[src/rtl/hw_mutex_pkg.sv]
// Shared types and helpers for the hardware mutex bank.
// Round-robin arbitration is enabled with `define HW_MUTEX_RR_EN.
package hw_mutex_pkg;

  typedef enum logic {
    MUTEX_FREE = 1'b0,
    MUTEX_HELD = 1'b1
  } mutex_state_e;

  localparam int unsigned NB_CORES_DEF    = 8;
  localparam int unsigned NB_MUTEX_DEF    = 4;
  localparam int unsigned MUTEX_MSG_W_DEF = 32;

  // Width of a core index; never zero so a 1-core build still has a legal vector.
  function automatic int unsigned idx_w(input int unsigned n);
    return (n > 1) ? $clog2(n) : 1;
  endfunction

endpackage

[src/rtl/hw_mutex_channel.sv]
// One mutex channel: FREE/HELD FSM, owner, pending mask, message word,
// error flop and the grant arbiter (fixed lowest-index, or round-robin
// when HW_MUTEX_RR_EN is defined).
module hw_mutex_channel
  import hw_mutex_pkg::*;
#(
  parameter int unsigned NB_CORES    = NB_CORES_DEF,
  parameter int unsigned MUTEX_MSG_W = MUTEX_MSG_W_DEF
) (
  input  logic                            clk_i,
  input  logic                            rst_ni,
  input  logic [NB_CORES-1:0]             lock_req_i,
  input  logic [NB_CORES-1:0]             unlock_req_i,
  input  logic [NB_CORES*MUTEX_MSG_W-1:0] msg_wdata_i,
  output logic [NB_CORES-1:0]             grant_o,
  output logic [MUTEX_MSG_W-1:0]          msg_o,
  output logic                            locked_o,
  output logic                            err_o
);

  localparam int unsigned IDX_W = idx_w(NB_CORES);

  mutex_state_e                             state_q, state_d;
  logic         [IDX_W-1:0]                 owner_q, owner_d;
  logic         [NB_CORES-1:0]              pend_q, pend_d;
  logic         [MUTEX_MSG_W-1:0]           msg_q, msg_d;
  logic                                     err_q, err_d;

  logic         [NB_CORES-1:0][MUTEX_MSG_W-1:0] wdata_arr;
  logic         [NB_CORES-1:0]              owner_oh, lock_f, elig, win_oh;
  logic         [IDX_W-1:0]                 win, ptr_nxt;
  logic                                     held, valid_unl, bad_unl, bad_lock, do_grant;

  assign wdata_arr = msg_wdata_i;

  // Lowest set bit of a core vector (returns 0 for an empty vector).
  function automatic logic [IDX_W-1:0] ff1(input logic [NB_CORES-1:0] v);
    logic [IDX_W-1:0] idx;
    idx = '0;
    for (int i = NB_CORES - 1; i >= 0; i--) begin
      if (v[i]) idx = IDX_W'(i);
    end
    return idx;
  endfunction

  // Request filtering: only the owner may unlock, and an owner re-lock is
  // only meaningful when paired with its own unlock (it then re-queues).
  always_comb begin
    owner_oh  = NB_CORES'(1) << owner_q;
    held      = (state_q == MUTEX_HELD);
    valid_unl = held && |(unlock_req_i & owner_oh);
    bad_unl   = held ? |(unlock_req_i & ~owner_oh) : |unlock_req_i;
    bad_lock  = held && !valid_unl && |(lock_req_i & owner_oh);
    lock_f    = (held && !valid_unl) ? (lock_req_i & ~owner_oh) : lock_req_i;
    elig      = pend_q | lock_f;
    do_grant  = (!held || valid_unl) && |elig;
  end

`ifdef HW_MUTEX_RR_EN
  logic [IDX_W-1:0]      ptr_q;
  logic [2*NB_CORES-1:0] rot_dbl;
  logic [IDX_W:0]        sum;

  // Round-robin: rotate so the pointer position is bit 0, pick the first
  // set bit, then map back to a real core index.
  always_comb begin
    rot_dbl = {elig, elig} >> ptr_q;
    sum     = {1'b0, ff1(rot_dbl[NB_CORES-1:0])} + {1'b0, ptr_q};
    if (sum >= (IDX_W+1)'(NB_CORES)) sum = sum - (IDX_W+1)'(NB_CORES);
    win     = sum[IDX_W-1:0];
    ptr_nxt = (win == IDX_W'(NB_CORES - 1)) ? '0 : win + 1'b1;
  end

  // Pointer advances past the winner on every grant.
  always_ff @(posedge clk_i or negedge rst_ni) begin
    if (!rst_ni)       ptr_q <= '0;
    else if (do_grant) ptr_q <= ptr_nxt;
  end
`else
  // Fixed priority: lowest eligible core index wins.
  always_comb begin
    win     = ff1(elig);
    ptr_nxt = '0;
  end
`endif

  assign win_oh = NB_CORES'(1) << win;

  // Next-state: queue waiters, release on owner unlock, grant/hand off.
  always_comb begin
    state_d = state_q;
    owner_d = owner_q;
    pend_d  = pend_q;
    msg_d   = msg_q;
    grant_o = '0;
    err_d   = bad_unl || bad_lock;
    if (held && !valid_unl) pend_d = pend_q | lock_f;
    if (valid_unl) begin
      msg_d   = wdata_arr[owner_q];
      state_d = MUTEX_FREE;
      pend_d  = '0;
    end
    if (do_grant) begin
      grant_o = win_oh;
      owner_d = win;
      pend_d  = elig & ~win_oh;
      state_d = MUTEX_HELD;
    end
  end

  // Channel state registers.
  always_ff @(posedge clk_i or negedge rst_ni) begin
    if (!rst_ni) begin
      state_q <= MUTEX_FREE;
      owner_q <= '0;
      pend_q  <= '0;
      msg_q   <= '0;
      err_q   <= 1'b0;
    end else begin
      state_q <= state_d;
      owner_q <= owner_d;
      pend_q  <= pend_d;
      msg_q   <= msg_d;
      err_q   <= err_d;
    end
  end

  assign msg_o    = msg_q;
  assign locked_o = (state_q == MUTEX_HELD);
  assign err_o    = err_q;

endmodule

[src/rtl/hw_mutex_array.sv]
// Bank of NB_MUTEX independent hardware mutexes shared by NB_CORES cores.
// Define HW_MUTEX_RR_EN for round-robin fairness instead of fixed priority.
module hw_mutex_array
  import hw_mutex_pkg::*;
#(
  parameter int unsigned NB_CORES    = NB_CORES_DEF,
  parameter int unsigned NB_MUTEX    = NB_MUTEX_DEF,
  parameter int unsigned MUTEX_MSG_W = MUTEX_MSG_W_DEF
) (
  input  logic                            clk_i,
  input  logic                            rst_ni,
  input  logic [NB_MUTEX*NB_CORES-1:0]    lock_req_i,
  input  logic [NB_MUTEX*NB_CORES-1:0]    unlock_req_i,
  input  logic [NB_CORES*MUTEX_MSG_W-1:0] mutex_msg_wdata_i,
  output logic [NB_MUTEX*MUTEX_MSG_W-1:0] mutex_msg_rdata_o,
  output logic [NB_MUTEX*NB_CORES-1:0]    mutex_event_o,
  output logic [NB_MUTEX-1:0]             mutex_locked_o,
  output logic [NB_MUTEX-1:0]             mutex_err_o
);

  // One channel per mutex; each sees the full write-data bus.
  for (genvar m = 0; m < NB_MUTEX; m++) begin : g_ch
    hw_mutex_channel #(
      .NB_CORES   (NB_CORES),
      .MUTEX_MSG_W(MUTEX_MSG_W)
    ) u_ch (
      .clk_i       (clk_i),
      .rst_ni      (rst_ni),
      .lock_req_i  (lock_req_i[m*NB_CORES +: NB_CORES]),
      .unlock_req_i(unlock_req_i[m*NB_CORES +: NB_CORES]),
      .msg_wdata_i (mutex_msg_wdata_i),
      .grant_o     (mutex_event_o[m*NB_CORES +: NB_CORES]),
      .msg_o       (mutex_msg_rdata_o[m*MUTEX_MSG_W +: MUTEX_MSG_W]),
      .locked_o    (mutex_locked_o[m]),
      .err_o       (mutex_err_o[m])
    );
  end

endmodule
[config.mk]
export PLATFORM = sky130hd
export DESIGN_NAME = hw_mutex_array
export DESIGN_NICKNAME = d
export VERILOG_FILES = /design/src/rtl/hw_mutex_pkg.sv /design/src/rtl/hw_mutex_channel.sv /design/src/rtl/hw_mutex_array.sv
export SDC_FILE = /design/constraint.sdc
export NUM_CORES = 1
export LEC_CHECK = 0
export ABC_AREA = 1
export BUFFER_PORTS_ARGS = -buffer_cell sky130_fd_sc_hd__buf_2
export CORE_AREA = 2 2 192 194
export CTS_CLUSTER_SIZE = 12
export DETAILED_ROUTE_END_ITERATION = 12
export DIE_AREA = 0 0 194 196
export PLACE_DENSITY = 0.71
export SYNTH_ARGS = -nofsm -noshare
export SYNTH_HDL_FRONTEND = slang
export SYNTH_SLANG_ARGS = --single-unit
[constraint.sdc]
create_clock -name clk_i -period 2.6 [get_ports clk_i]
set_input_delay 0.52 -clock clk_i [delete_from_list [all_inputs] [get_ports clk_i]]
set_output_delay 0.52 -clock clk_i [all_outputs]
set_load 0.02 [all_outputs]
==> flow_summary.json <==
{
  "min_period_over_period": 1.32,
  "synthTopCellsByCount": "o22ai_1 (519), inv_1 (384), o21ai_0 (276), nor2_1 (213), dfrtp_1 (180)",
  "synthAdderAreaFrac": 0,
  "ys_async_sr_fraction": 1.00,
  "initial_core_util": 0.418,
  "cts_max_level": 4,
  "ys_seq_area_frac": 0.299,
  "setup-violations-final": 40,
  "path_class": "reg -> out",
  "start_kind": "flop",
  "endpoint_kind": "output pin",
  "p_int_mw": 12.0,
  "combinationalPowerShare": 0.690,
  "cp_data_required_time_ns": 2.08,
  "swShare": 0.534,
  "yosys.area.top_type": "dfrtp_1",
  "grt_max_degree": 67,
  "drv_slew": 0,
  "worstHoldPathType": "in -> async",
  "synth_top_family_by_area": "compound AO/OA/AOI/OAI gates",
  "area_growth_pct": 49.6,
  "final_area_um2": 22600,
  "drt_first_pass_iters": 9,
  "period_needed_ns": 3.43,
  "p_switching_mw": 13.7,
  "drt_first_iter_violations": 3183,
  "ctsLongestPathBuffers": 2,
  "path_max_fanout": 7,
  "post_route_cells_drive_above_1_share": 0.401,
  "status": "complete, but fails checks",
  "vias": 22400,
  "die_x_um": 194,
  "synth_edf_count": 0,
  "synth_xor_area_frac": 0,
  "overflow": 0,
  "p_clk_frac": 0.106,
  "fp.dieArea_um2": 38000,
  "syn_area_um2": 15100,
  "synth_cells": 2279,
  "max-cap-violations": 0,
  "arrival_ns": 2.91,
  "leakage_nw": 10.7,
  "synth_warnings": 0,
  "chipHeight_um": 196,
  "relSlewSlack": 0.308,
  "syn-mean-instance-area_um2": 6.62,
  "grt_setup_unrepaired": "yes",
  "port_buffers": 489,
  "seq_power_share": 0.204,
  "wirelength_mm": 83.9,
  "finalHoldViolCount": 0,
  "track_usage": 0.414,
  "clk_latency_ns": 0.47,
  "hpwl_mm": 52.2,
  "yosys_most_used_dff": "dfrtp_1",
  "cts_buffers": 17,
  "cts_tree": "done",
  "fin_ws_ns": -0.825,
  "ys_ff_latch": 180,
  "fin_skew_ns": 0.0145,
  "ys_top_cells_by_area": "dfrtp_1 (30%), o22ai_1 (22%), inv_1 (9.6%), o21ai_0 (9.2%), a31oi_1 (5.3%)",
  "drc": 0,
  "cellPowerDensity_nw_per_um2": 1140,
  "viasPerCell": 6.47,
  "grt_util_met3": 0.132,
  "synth_nets": 2601,
  "fin_util": 0.625,
  "ios": 490,
  "wl_per_cell_um": 24.3,
  "core_um2": 36100,
  "root_buffer": "clkbuf_16",
  "grt_pass1_wl_mm": 124,
  "total_power_mw": 25.7,
  "num_rows": 70,
  "gp_congestion": 1.00,
  "path_clk_slew_ns": 0.08,
  "synthSimpleGateAreaFrac": 0.159,
  "tightest_slew_ns": 1.04,
  "ant_nets": 0,
  "antenna_found_initial": 4,
  "failed_checks": "setup timing",
  "synthMuxAreaShare": 0,
  "top_usage_layer": "met2",
  "synth_top_area_frac": 0.299,
  "synthDistinctLibCells": 40,
  "synthMostInstantiatedCell": "o22ai_1",
  "clock-sinks": 180,
  "ctsHoldBuffers": 0,
  "grt_util_met2": 0.637,
  "fmax_mhz": 292,
  "grt_pass1_vias": 21800,
  "use_met1": 0.496,
  "placed_area_um2": 19400,
  "nets": 3298,
  "ir_drop_v": 0.00103,
  "synth-compound-area-share": 0.389
}
[critical path: stages, from the launching register on]
cell     delay, ns
dfrtp_2       0.48
buf_6         0.15
nand4_1       0.08
nand2_2       0.07
nor2_4        0.17
nand3_4       0.14
nor2_1        0.12
nor2_1        0.07
nor2_1        0.18
inv_1         0.12
nor2_4        0.18
nand2_4       0.09
nor2_4        0.14
nand4_1       0.14
nor2_2        0.18
buf_6         0.14
[through the flow]
step | std cells | TNS, ns | hold WS (ns) | setup WS, ns
after floorplan | 2279 | -0.454 | 0.224 | -0.0685
after global placement | 3293 | -6.89 | 0.488 | -0.329
after detailed placement | 3293 | -7.67 | 0.493 | -0.302
after CTS | 3441 | -20.65 | 0.0230 | -0.704
after global routing | 3460 | -32.06 | 0.0423 | -1.09
final | 3460 | -24.19 | 0.0161 | -0.825
[kinds of logic (layout without fill, tap and decap cells)]
logic type             count (synthesis)  after routing
AO/OA/AOI/OAI                        981            981
flip-flops                           180            180
buffers and inverters                592           1300
AND/OR/NAND/NOR                      526            528
other                                  0              3
[flip-flops by register name (all words and copies together) (netlist names)]
signal,cells
g_ch.u_ch.err_o,4
g_ch.u_ch.locked_o,4
g_ch.u_ch.msg_o,128
g_ch.u_ch.owner_q,12
g_ch.u_ch.pend_q,32
[cells in the final DEF, fill, tap and decap left out, drive strengths merged, types with 11 or more instances in the layout]
master  netlist  final
a21oi        19     19
o22ai       519    519
dfrtp       180    180
nand3        49     51
o21ai       287    287
buf          61    855
nor2        246    246
clkbuf      119     18
a31oi       128    128
nor3         15     15
inv         410    415
nand2       185    185
nand4        17     17
o21bai       11     11
[cell type report]
type,count,area (µm²)
Fill cell,3159,13500
Multi-Input combinational cell,1509,9530
Timing Repair Buffer,856,5730
Sequential cell,180,4520
Inverter,412,1610
Tap cell,468,586
Clock buffer,17,425
Clock inverter,15,160
Antenna cell,3,7.51
[worst paths after layout]
| check | slack, ns | depth (start not counted) | startpoint | endpoint |
|---|---|---|---|---|
| max in group asynchronous | 1.87 | 2 | rst_ni | g_ch[3].u_ch.msg_o[6]$_DFFE_PN0N_ |
| worst min-delay path | 0.02 | 1 | rst_ni | g_ch[2].u_ch.msg_o[14]$_DFFE_PN0N_ |
| worst max-delay path | -0.83 | 15 | g_ch[1].u_ch.owner_q[2]$_DFFE_PN0P_ | mutex_event_o[13] |
| min in group clk_i | 0.47 | 5 | unlock_req_i[13] | g_ch[1].u_ch.err_o$_DFF_PN0_ |
| worst min register to register | 0.55 | 2 | g_ch[0].u_ch.msg_o[15]$_DFFE_PN0N_ | g_ch[0].u_ch.msg_o[15]$_DFFE_PN0N_ |
| worst max register to register | -0.72 | 24 | g_ch[1].u_ch.owner_q[2]$_DFFE_PN0P_ | g_ch[1].u_ch.pend_q[3]$_DFFE_PN0P_ |
[layer usage]
metal  routed length (µm)  part of all wire
met4                 6900             0.082
met5                    0                 0
met3                11600              0.14
met1                28900              0.34
met2                36500              0.44
[power groups by stage]
stage	logic, mW	clock network, mW	registers (mW)
finish	17.7	2.73	5.24
global route	18.6	2.86	5.32
CTS	16.4	2.73	5.13
detailed placement	14.8	0	5.10
global placement	14.5	0	5.10
floorplan	7.89	0	6.05
[what timing repair did]
action	4_1_cts	5_1_grt
hold endpoints to repair	0	0
resized for setup	269	157
buffers inserted	116	39
pin swaps	105	102
cloned	2	0
setup endpoints to repair	32	59
(Power assumes the default switching activity.)
